--- src/rtl/ble_cmd_seq.sv ---
// ble_cmd_seq: FIFO-driven command sequencer feeding UART_tx with programmable post-byte gaps, one-shot or looped.
module ble_cmd_seq #(
  parameter int DEPTH = 8,
  parameter int CMD_W = 8,
  parameter int DLY_W = 24
) (
  input  logic             clk,
  input  logic             rst_n,
  input  logic             wr_en,
  input  logic [CMD_W-1:0] wr_cmd,
  input  logic [DLY_W-1:0] wr_dly,
  input  logic             start,
  input  logic             abort,
  input  logic             loop_mode,
  input  logic             clr_ovfl,
  input  logic             tx_done,
  output logic             trmt,
  output logic [CMD_W-1:0] tx_data,
  output logic             busy,
  output logic             empty,
  output logic             full,
  output logic             ovfl,
  output logic             seq_done
);
  localparam int AW = $clog2(DEPTH);
  typedef enum logic [2:0] {IDLE, LOAD, SEND, WAIT_TX, GAP} state_t;
  state_t state_q, state_d;
  logic [CMD_W-1:0] cmd_q [DEPTH];
  logic [DLY_W-1:0] dly_q [DEPTH];
  logic [AW-1:0] rd_q, rd_d, wr_q, wr_d;
  logic [AW:0] cnt_q, cnt_d;
  logic [DLY_W-1:0] gap_q, gap_d, push_dly;
  logic [CMD_W-1:0] tx_data_q, tx_data_d, push_cmd;
  logic trmt_q, trmt_d, ovfl_q, ovfl_d, seq_done_q, seq_done_d, tx_done_q;
  logic pop, recirc, wr_ok, push, rise, next_go;
  assign busy = state_q != IDLE;
  assign empty = cnt_q == '0;
  assign full = cnt_q == (AW+1)'(DEPTH);
  assign rise = tx_done & ~tx_done_q;
  assign trmt = trmt_q;
  assign tx_data = tx_data_q;
  assign ovfl = ovfl_q;
  assign seq_done = seq_done_q;
  always_comb begin
    pop = state_q == LOAD && !abort;
    recirc = pop && loop_mode;
    // the recirculated entry owns the write port, so an external write that cycle is dropped
    wr_ok = wr_en && !recirc && (!full || pop);
    push = recirc || wr_ok;
    push_cmd = recirc ? cmd_q[rd_q] : wr_cmd;
    push_dly = recirc ? dly_q[rd_q] : wr_dly;
    rd_d = rd_q + AW'(pop);
    wr_d = wr_q + AW'(push);
    cnt_d = cnt_q + (AW+1)'(push) - (AW+1)'(pop);
    ovfl_d = (ovfl_q && !clr_ovfl) || (wr_en && !wr_ok);
    tx_data_d = pop ? cmd_q[rd_q] : tx_data_q;
    gap_d = pop ? dly_q[rd_q] : state_q == GAP ? gap_q - DLY_W'(1) : gap_q;
    next_go = (state_q == WAIT_TX && rise && gap_q == '0) || (state_q == GAP && gap_q == DLY_W'(1));
    state_d = abort ? IDLE :
      state_q == IDLE ? (start && !empty ? LOAD : IDLE) :
      state_q == LOAD ? SEND :
      state_q == SEND ? WAIT_TX :
      next_go ? (empty ? IDLE : LOAD) :
      (state_q == WAIT_TX && rise) ? GAP : state_q;
    trmt_d = pop;
    seq_done_d = !abort && next_go && empty;
  end
  always_ff @(posedge clk) begin
    if (push) begin
      cmd_q[wr_q] <= push_cmd;
      dly_q[wr_q] <= push_dly;
    end
  end
  always_ff @(posedge clk or negedge rst_n) begin
    if (!rst_n) begin
      state_q <= IDLE;
      rd_q <= '0;
      wr_q <= '0;
      cnt_q <= '0;
      gap_q <= '0;
      tx_data_q <= '0;
      trmt_q <= 1'b0;
      ovfl_q <= 1'b0;
      seq_done_q <= 1'b0;
      tx_done_q <= 1'b0;
    end else begin
      state_q <= state_d;
      rd_q <= rd_d;
      wr_q <= wr_d;
      cnt_q <= cnt_d;
      gap_q <= gap_d;
      tx_data_q <= tx_data_d;
      trmt_q <= trmt_d;
      ovfl_q <= ovfl_d;
      seq_done_q <= seq_done_d;
      tx_done_q <= tx_done;
    end
  end
endmodule

--- config.mk ---
export PLATFORM = sky130hd
export DESIGN_NAME = ble_cmd_seq
export DESIGN_NICKNAME = d
export VERILOG_FILES = /design/src/rtl/ble_cmd_seq.sv
export SDC_FILE = /design/constraint.sdc
export NUM_CORES = 1
export LEC_CHECK = 0
export ABC_AREA = 0
export CAP_MARGIN = 20
export CELL_PAD_IN_SITES_DETAIL_PLACEMENT = 1
export CELL_PAD_IN_SITES_GLOBAL_PLACEMENT = 1
export CORE_MARGIN = 5
export CORE_UTILIZATION = 25
export CTS_CLUSTER_SIZE = 10
export DETAILED_ROUTE_END_ITERATION = 7
export GPL_TIMING_DRIVEN = 0
export HOLD_SLACK_MARGIN = 0.03
export PLACE_DENSITY = 0.52
export SLEW_MARGIN = 20
export SYNTH_ARGS = -nofsm -noshare
export SYNTH_HDL_FRONTEND = slang
export SYNTH_SLANG_ARGS = --single-unit
--- constraint.sdc ---
create_clock -name clk -period 5.3 [get_ports clk]
set_input_delay 0.53 -clock clk [delete_from_list [all_inputs] [get_ports clk]]
set_output_delay 0.53 -clock clk [all_outputs]
set_load 0.02 [all_outputs]
==> results of run 1 <==
==> per-layer routing <==
layer	track usage, %	vias up
li1	-	3065
met1	17.49	3576
met2	20.16	145
met3	2.123	36
met4	2.603	0
met5	0	-
==> synthesized netlist by cell type (all sizes together) (2+ instances only) <==
library cell | count | share of area [%]
a21oi | 38 | 1.5
a31oi | 4 | 0.20
buf | 16 | 0.56
clkbuf | 20 | 0.61
dfrtp | 49 | 9.9
edfxtp | 256 | 62
ha | 13 | 1.3
inv | 15 | 0.45
mux2 | 2 | 0.18
mux2i | 31 | 2.5
mux4 | 64 | 12
nand2 | 26 | 0.79
nand2b | 4 | 0.20
nand3 | 7 | 0.28
nand4 | 2 | 0.10
nor2 | 61 | 1.8
nor2b | 2 | 0.10
nor3 | 6 | 0.24
nor3b | 2 | 0.12
nor4 | 5 | 0.25
o211ai | 10 | 0.61
o21ai | 25 | 1.0
o21bai | 3 | 0.21
o221ai | 6 | 0.42
o22ai | 2 | 0.10
o32a | 2 | 0.16
or3 | 11 | 0.57
or4 | 5 | 0.36
or4b | 4 | 0.32
xor2 | 4 | 0.28
==> repair_timing <==
action,in CTS,in global routing
resized for setup,0,0
hold endpoints to repair,11,0
hold buffers,1,0
buffers inserted,0,0
==> worst max-delay path, cell delays in order, from the launching register on <==
cell      delay (ps)
dfrtp_1          320
clkbuf_1         300
or4b_2           610
clkbuf_1         290
inv_1            380
and2_1           200
a21oi_1           70
inv_1            110
nand2_1          220
nor3_2           430
buf_4            280
buf_4            220
buf_4            190
buf_4            190
==> area by class of cell <==
type | instances | area [µm²]
Buffer | 36 | 148.9
Clock inverter | 4 | 45.04
Tap cell | 664 | 830.8
Fill cell | 5116 | 33770
Timing Repair Buffer | 75 | 877.1
Multi-Input combinational cell | 355 | 3347
Clock buffer | 62 | 1061
Sequential cell | 305 | 8914
Inverter | 15 | 56.30
==> stage by stage <==
stage	cells	utilization [%]	setup WS (ps)	total power [µW]
final	1516	31.15	1198	8220
after detailed placement	1449	28.86	584.1	6007
after global placement	1428	28.06	-3368	5840
after global routing	1516	31.15	898.1	8695
after CTS	1516	31.13	1073	8398
after floorplan	711	-	709.7	4954
==> kinds of logic (layout without fill, tap and decap cells) <==
| kind of cell | count (synthesis) | after routing | synth area share, % |
|---|---|---|---|
| AND/OR/NAND/NOR | 139 | 139 | 5.438 |
| adder cells (fa/ha/maj) | 14 | 14 | 1.473 |
| multiplexers | 97 | 97 | 14.31 |
| flip-flops | 305 | 305 | 71.87 |
| buffers and inverters | 51 | 192 | 1.624 |
| AO/OA/AOI/OAI | 100 | 100 | 4.933 |
| XOR/XNOR | 5 | 5 | 0.3531 |
==> sequential cells by signal (all words and copies together) (netlist names), 3 cells and up <==
| register | cells |
|---|---|
| dly_q | 192 |
| cmd_q | 64 |
| gap_q | 24 |
| tx_data | 8 |
| cnt_q | 4 |
| rd_q | 3 |
| state_q | 3 |
| wr_q | 3 |
==> report_power, final <==
group	internal, µW	leakage (µW)	switching [µW]
clock	1370	0.000531	974
sequential	3160	0.00293	208
combinational	1060	0.00164	1450
total	5590	0.00510	2630
==> final timing paths <==
path / from / to / slack [ps] / cells after the start
max in group asynchronous: rst_n / tx_data[7] / 4400 / 3
hold / removal: rst_n / ovfl / 400 / 2
min in group clk: tx_data[1] / tx_data[1] / 480 / 2
setup reg to reg: state_q[0] / cmd_q[1][7] / 1200 / 13
hold reg to reg: tx_data[1] / tx_data[1] / 480 / 2
setup / recovery: state_q[0] / cmd_q[1][7] / 1200 / 13
==> key figures, run 1 <==
Synthesis
  – Number of flops mapped to enable cells by yosys: roughly 260
  – Syn Inst Count: a little over 700
  – Post-synthesis register bit count: 305
  – Avg Inst Size Synth: 17.44 µm²
  – Share of flip-flops with an asynchronous set or reset: around 16%
  – Count of cell types in the netlist: 50
  – Post-Syn Area: 12,400 µm²
  – Syn nets: ~770
  – Sequential share of the synthesized area: between 70% and 80%
  – Number of warnings issued by yosys: 0
  – Ys flop type: edfxtp_1

STA
  – Min Clock Period, post-route: roughly 4100 ps
  – WHS: about 400 ps
  – Worst slew pin tran: 1129 ps
  – Fmax: roughly 240 MHz
  – Final period util: between 70% and 80%
  – Post-Route Skew: between 10 and 15 ps
  – Final Hold Vio Count: 0
  – Setup TNS: 0 ps
  – RSZ-0062 raised after global routing: false
  – Final Setup Violations: 0
  – Max-slew headroom: roughly a quarter
  – Max-slew violation count: 0

GRT
  – GRT overflow: 0
  – First-pass GRT wire length: between 40,000 and 50,000 µm
  – Vias in the first global route: ~7,400
  – Initial antenna violation count: 0
  – Global-route usage over all layers: 12.37%
  – Largest net degree at the start of global routing: 39

Setup path
  – Critical Path End Type: flip-flop
  – Worst path required time: about 5500 ps
  – Critical path class: flip-flop to flip-flop
  – Worst-path maximum fanout: 10
  – Critical path arrival: about 4300 ps
  – Kind of start point of the critical path: flip-flop

CTS
  – Clk Latency, worst-skew pair: 530 ps
  – Root Driver: clkbuf_16
  – Clk sinks: approximately 310
  – CTS clk-pin slew, worst paths: approximately 60 ps
  – TritonCTS buffer count: 37
  – CTS tree: done
  – Clock Tree Buf Depth: 3
  – H-tree depth: 2

Power
  – Pwr Density: approximately 540 nW/µm²
  – Maximum vdd drop: 0.1756 mV
  – Leak: about 0.0051 µW

Die
  – Row cnt: around 80
  – Die area: between 50,000 and 60,000 µm²
  – CORE AREA: approximately 49,000 µm²
  – Die Span Y: about 230 µm
  – Initial core utilization: 25.28%
  – Die width: 232.7 µm
  – Ports: 54

Hold path
  – Hold Path Class: input port to asynchronous set/reset pin

Route
  – Top sig layer: met4
  – DR pass1 iterations: 4
  – Initial DRC Count: 360
  – DRC errors left: 0
  – Vias: roughly 6,800
  – Routed len/inst: 21.89 µm
  – Routed Antenna Nets: 0
  – Metal3 WL: 1367 µm
  – Met2 WL post-DR: between 15,000 and 20,000 µm
  – DR vias/cell: 4.500
  – Routed WL: between 30,000 and 40,000 µm
  – Metal-1 WL: 15,610 µm

Finish
  – Layout cells sized above 1: 19.01%
  – Commonest non-fill, non-tap cells in the layout: edfxtp_1 (256), mux4_2 (64), nor2_1 (55), clkdlybuf4s50_1 (52), dfrtp_1 (49)
  – Diode count: 0
  – Fin area: 15,280 µm²
  – Commonest non-fill, non-tap cell in the layout: edfxtp_1
  – Area grow syn2layout: 23.20%
  – Nets: 879

Place
  – Number of port buffers: between 50 and 60
  – Gpl congestion: 0.7447
  – Placed instance area: 14,160 µm²
  – HPWL after DPL: 22,320 µm

Flow run
  – Max Cap Viol: 0

Run status
  – Status: finished clean
No activity file was read; power rests on OpenSTA's default activity.
==> run 2, diff against run 1 <==
PLACE_DENSITY = 0.54   (was 0.52)
clock period = 3.5 ns   (was 5.3 ns; I/O delays follow)
==> key figures, run 2 (synthesis results as in run 1) <==
Power
  – Leak: 0.005189 µW (was 0.005100 µW)
  – Maximum vdd drop: 0.3174 mV (was 0.1756 mV)
  – Pwr Density: 819.2 nW/µm² (was 538.0 nW/µm²)
  – Total power: 12,720 µW (was 8220 µW)

Setup path
  – Critical path arrival: 3500 ps (was 4340 ps)
  – CP max-delay cell: or4b_4 (was or4b_2)
  – Worst path max stage delay: 630 ps (was 610 ps)
  – Kind of start point of the critical path: flip-flop (unchanged)
  – Critical Path End Type: flip-flop (unchanged)
  – Critical path class: flip-flop to flip-flop (unchanged)
  – Critical-path cell list: clkbuf_1 -> or4b_4 -> inv_4 -> and2_1 -> buf_2 -> buf_2 -> nor2_1 -> a21oi_1 (was clkbuf_1 -> or4b_2 -> clkbuf_1 -> inv_1 -> and2_1 -> a21oi_1 -> inv_1 -> nand2_1 -> nor3_2 -> buf_4 -> buf_4 -> buf_4 -> buf_4)
  – Worst-path maximum fanout: 10 (unchanged)
  – Worst path required time: 3730 ps (was 5530 ps)
  – Crit path top cell by count: buf_2 (was buf_4)

Die
  – CORE AREA: 49,050 µm² (unchanged)
  – Die width: 232.7 µm (unchanged)
  – Ports: 54 (unchanged)
  – Die area: 54,160 µm² (unchanged)
  – Row cnt: 81 (unchanged)
  – Initial core utilization: 25.28% (unchanged)
  – Die Span Y: 232.7 µm (unchanged)

GRT
  – Vias in the first global route: 7,566 (was 7,396)
  – Met1 Usage GRT: 17.65% (was 17.49%)
  – GRT overflow: 0 (unchanged)
  – Grt met3 use: 2.221% (was 2.123%)
  – Met2 GRT Util: 19.88% (was 20.16%)
  – Initial antenna violation count: 0 (unchanged)
  – First-pass GRT wire length: 50,300 µm (was 49,650 µm)
  – Largest net degree at the start of global routing: 38 (was 39)
  – Global-route usage over all layers: 12.49% (was 12.37%)
  – Top Usage Layer GRT: met2 (unchanged)

Place
  – Number of port buffers: 53 (unchanged)
  – Placed instance area: 14,320 µm² (was 14,160 µm²)
  – HPWL after DPL: 22,560 µm (was 22,320 µm)
  – Gpl congestion: 0.7599 (was 0.7447)

STA
  – RSZ-0062 raised after global routing: false (unchanged)
  – Final Setup Violations: 0 (unchanged)
  – Min Clock Period, post-route: 3274 ps (was 4102 ps)
  – Max-slew headroom: 27.98% (was 24.73%)
  – Post-Route Skew: 18.53 ps (was 14.09 ps)
  – Max-slew violation count: 0 (unchanged)
  – Final period util: 93.54% (was 77.40%)
  – Fmax: 305.4 MHz (was 243.8 MHz)
  – Final Hold Vio Count: 0 (unchanged)
  – Worst slew pin tran: 1078 ps (was 1129 ps)

Route
  – Routed Antenna Nets: 0 (unchanged)
  – Initial DRC Count: 462 (was 360)
  – Vias: 6,932 (was 6,822)
  – Routed len/inst: 22.16 µm (was 21.89 µm)
  – Routed WL: 33,680 µm (was 33,180 µm)
  – DR vias/cell: 4.561 (was 4.500)
  – DRC errors left: 0 (unchanged)
  – DR pass1 iterations: 4 (unchanged)

Finish
  – Number of flip-flops in the largest register: 192 (unchanged)
  – Diode count: 0 (unchanged)
  – Nets: 883 (was 879)
  – Fin area: 15,520 µm² (was 15,280 µm²)
  – # fillers: 5,100 (was 5,116)
  – Top Registers: dly_q: 192 flops, cmd_q: 64 flops, gap_q: 24 flops (unchanged)
  – Largest register by flop count: dly_q (unchanged)
  – Commonest non-fill, non-tap cell in the layout: edfxtp_1 (unchanged)
  – Area grow syn2layout: 25.16% (was 23.20%)
  – Layout cells sized above 1: 19.98% (was 19.01%)
  – Commonest non-fill, non-tap cells in the layout: edfxtp_1 (256), mux4_2 (64), nor2_1 (55), clkdlybuf4s50_1 (52), dfrtp_1 (49) (unchanged)

CTS
  – Clk Latency, worst-skew pair: 530 ps (about the same)
  – H-tree depth: 2 (unchanged)
  – Clock Tree Buf Depth: 3 (unchanged)
  – TritonCTS buffer count: 37 (unchanged)
  – Root Driver: clkbuf_16 (unchanged)
  – CTS clk-pin slew, worst paths: 60 ps (about the same)
  – Clk sinks: 305 (unchanged)
  – CTS tree: done (unchanged)

Hold path
  – Hold Path Class: input port to asynchronous set/reset pin (unchanged)

Flow run
  – Max Cap Viol: 0 (unchanged)

Run status
  – Status: finished clean (unchanged)
-- run 2: final timing paths --
| path | depth (start not counted) | endpoint | slack (ps) | start |
|---|---|---|---|---|
| hold / removal | 2 | wr_q[2] | 270 | rst_n |
| hold reg to reg | 2 | tx_data[1] | 490 | tx_data[1] |
| max in group asynchronous | 3 | rd_q[0] | 2730 | rst_n |
| min in group clk | 1 | tx_done_q | 340 | tx_done |
| setup / recovery | 8 | dly_q[4][15] | 230 | state_q[0] |
| setup reg to reg | 8 | dly_q[4][15] | 230 | state_q[0] |
-- run 2: critical path, delay by kind of cell, from the launching register on --
family / cells / cell delay (ps)
flip-flops: 1 / 320
AND/OR/NAND/NOR: 3 / 880
AO/OA/AOI/OAI: 1 / 530
buffers and inverters: 4 / 1220
-- run 2: metrics by stage --
stage               hold slack (ps)  setup slack [ps]  std cells  util, %  setup TNS, ps
floorplan                     54.41            -154.3        711        -         -30520
global placement              470.3             -3002       1428    28.08        -888830
detailed placement            264.9            -873.2       1450    29.19        -289520
CTS                           262.3             230.6       1520    31.64              0
global route                  276.4             50.81       1520    31.64              0
finish                        267.5             226.1       1520    31.64              0
-- run 2: area by class of cell --
class | count | area [µm²] | share of cell area (%)
Buffer | 35 | 152.6 | 0.9834
Inverter | 15 | 58.81 | 0.3788
Clock buffer | 62 | 1061 | 6.835
Multi-Input combinational cell | 355 | 3366 | 21.68
Tap cell | 664 | 830.8 | 5.352
Sequential cell | 305 | 8914 | 57.42
Timing Repair Buffer | 80 | 1069 | 6.884
Clock inverter | 4 | 71.32 | 0.4595
-- run 2: where the power goes --
part	switching, µW	internal [µW]
Clock	1490	2150
Sequential	334	4780
Combinational	2250	1720
Total	4070	8640
-- run 2: per-layer routing --
layer | up-vias | share of wire [%]
li1 | 3078 | -
met1 | 3671 | 46
met2 | 137 | 47
met3 | 44 | 4.3
met4 | 2 | 2.2
met5 | - | 0.17
-- run 2: what timing repair did --
action / 4_1_cts / 5_1_grt
hold endpoints to repair: 25 / 0
endpoints found under the setup margin: 449 / 0
setup buffers: 4 / 0
gates resized for setup: 8 / 0
hold buffers: 1 / 0
==> run 3, diff against run 2 <==
CTS_CLUSTER_SIZE = 14   (was 10)
==> key figures, run 3 (synthesis results as in run 1) <==
Finish
  – Commonest non-fill, non-tap cells in the layout: edfxtp_1 (256), mux4_2 (64), nor2_1 (55), clkdlybuf4s50_1 (52), dfrtp_1 (49) (unchanged)
  – Fin area: 15,370 µm² (was 15,520 µm²)
  – Post-route core utilization: 31.34% (was 31.64%)
  – # fillers: 5,123 (was 5,100)
  – Seq. cell area: 8914 µm² (unchanged)
  – Commonest non-fill, non-tap cell in the layout: edfxtp_1 (unchanged)
  – Area of the multi-input gates: 3366 µm² (unchanged)
  – Layout cells sized above 1: 19.65% (was 19.98%)
  – Nets: 880 (was 883)
  – Top Registers: dly_q: 192 flops, cmd_q: 64 flops, gap_q: 24 flops (unchanged)
  – Area grow syn2layout: 23.97% (was 25.16%)
  – Largest register by flop count: dly_q (unchanged)
  – Diode count: 0 (unchanged)
  – Number of flip-flops in the largest register: 192 (unchanged)

STA
  – Fmax: 307.4 MHz (was 305.4 MHz)
  – RSZ-0062 raised after global routing: false (unchanged)
  – Max-slew headroom: 26.96% (was 27.98%)
  – Worst slew pin tran: 1093 ps (was 1078 ps)
  – Post-Route Skew: 26.92 ps (was 18.53 ps)
  – Max-slew violation count: 0 (unchanged)
  – Final Hold Vio Count: 0 (unchanged)
  – Final Setup Violations: 0 (unchanged)
  – Min Clock Period, post-route: 3253 ps (was 3274 ps)
  – Final period util: 92.96% (was 93.54%)
  – Final worst setup slack: 246.6 ps (was 226.1 ps)

Power
  – Total power: 12,320 µW (was 12,720 µW)
  – Leak: 0.005119 µW (was 0.005189 µW)
  – Pwr Density: 801.3 nW/µm² (was 819.2 nW/µm²)
  – Maximum vdd drop: 0.3193 mV (was 0.3174 mV)

CTS
  – Clk sinks: 305 (unchanged)
  – CTS clk-pin slew, worst paths: 70 ps (was 60 ps)
  – Clk Latency, worst-skew pair: 530 ps (about the same)
  – Clock Tree Buf Depth: 3 (unchanged)
  – Root Driver: clkbuf_16 (unchanged)
  – TritonCTS buffer count: 34 (was 37)
  – CTS tree: done (unchanged)
  – H-tree depth: 2 (unchanged)

Route
  – Top sig layer: met4 (was met5)
  – Routed WL: 33,420 µm (was 33,680 µm)
  – Metal-1 WL: 15,470 µm (was 15,550 µm)
  – Routed Antenna Nets: 0 (unchanged)
  – Initial DRC Count: 564 (was 462)
  – Metal3 WL: 1419 µm (was 1452 µm)
  – DR vias/cell: 4.576 (was 4.561)
  – Met2 WL post-DR: 15,830 µm (was 15,880 µm)
  – DR pass1 iterations: 5 (was 4)
  – Vias: 6,928 (was 6,932)
  – Routed len/inst: 22.07 µm (was 22.16 µm)
  – DRC errors left: 0 (unchanged)

GRT
  – Vias in the first global route: 7,484 (was 7,566)
  – Largest net degree at the start of global routing: 38 (unchanged)
  – Global-route usage over all layers: 12.37% (was 12.49%)
  – GRT overflow: 0 (unchanged)
  – Initial antenna violation count: 0 (unchanged)
  – First-pass GRT wire length: 49,780 µm (was 50,300 µm)

Die
  – Initial core utilization: 25.28% (unchanged)
  – CORE AREA: 49,050 µm² (unchanged)
  – Die width: 232.7 µm (unchanged)
  – Row cnt: 81 (unchanged)
  – Die area: 54,160 µm² (unchanged)
  – Ports: 54 (unchanged)
  – Die Span Y: 232.7 µm (unchanged)

Hold path
  – Hold Path Class: input port to asynchronous set/reset pin (unchanged)

Setup path
  – Critical Path End Type: flip-flop (unchanged)
  – Worst-path maximum fanout: 10 (unchanged)
  – Worst R2R Setup Slack: 250 ps (was 230 ps)
  – Critical path class: flip-flop to flip-flop (unchanged)
  – Worst path required time: 3730 ps (about the same)
  – Kind of start point of the critical path: flip-flop (unchanged)
  – Critical path arrival: 3480 ps (was 3500 ps)

Run status
  – Status: finished clean (unchanged)

Flow run
  – Max Cap Viol: 0 (unchanged)

Place
  – Number of port buffers: 53 (unchanged)
  – HPWL after DPL: 22,560 µm (unchanged)
  – Placed instance area: 14,320 µm² (unchanged)
  – Dpl ws: -873.2 ps (unchanged)
  – Gpl congestion: 0.7599 (unchanged)
==> run 3: cell types whose count changed in the layout (fill, tap and decap cells not counted), sizes merged <==
cell / before / now
clkbuf: 83 / 69
bufinv: 1 / 0
clkinvlp: 0 / 1
clkinv: 2 / 10
==> run 3: path summary, 6_finish.rpt <==
check	from	end	cells past startpoint
min in group clk	tx_done	tx_done_q	1
max	state_q[0]	dly_q[4][15]	8
min reg2reg	tx_data[1]	tx_data[1]	2
min	rst_n	wr_q[2]	2
max in group asynchronous	rst_n	gap_q[19]	3
max reg2reg	state_q[0]	dly_q[4][15]	8
==> run 3: final cells by class <==
| type | instances | area share (%) |
|---|---|---|
| buffer | 35 | 0.9928 |
| clock buffer | 48 | 5.876 |
| clock inverter | 12 | 0.5290 |
| inverter | 15 | 0.3825 |
| multi-input combinational | 355 | 21.89 |
| sequential | 305 | 57.98 |
| tap | 664 | 5.404 |
| timing repair buffer | 80 | 6.950 |
==> run 3: metrics by stage <==
| stage | cells | hold WS [ps] | setup TNS [ps] |
|---|---|---|---|
| 5_1_grt | 1514 | 275.0 | 0 |
| 3_5_place_dp | 1450 | 264.9 | -289520 |
| 3_3_place_gp | 1428 | 470.3 | -888830 |
| 2_1_floorplan | 711 | 54.41 | -30520 |
| 6_report | 1514 | 269.4 | 0 |
| 4_1_cts | 1514 | 267.0 | 0 |
==> run 3: timing repair <==
action	4_1_cts	5_1_grt
endpoints found under the hold margin	15	0
hold buffers	1	0
setup buffers	4	0
gates resized for setup	8	0
setup endpoints to repair	449	0
==> run 3: report_power, final <==
group	switching [µW]	internal, µW	total, µW
sequential	335	4780	5110
clock	1440	1820	3250
combinational	2240	1720	3960
total	4010	8310	12300
==> run 3: routing by layer <==
metal | GRT usage [%] | vias up
met5 | 0 | -
met4 | 3.397 | 0
met3 | 2.087 | 44
met2 | 19.88 | 159
met1 | 17.40 | 3659
li1 | - | 3066
==> run 3: worst max-delay path, cell delays in order (launching register included) <==
cell and delay, ps:
dfrtp_1 320, clkbuf_1 280, or4b_4 630, inv_4 170, and2_1 160, buf_2 330, buf_2 440, nor2_1 90
a21oi_1 500
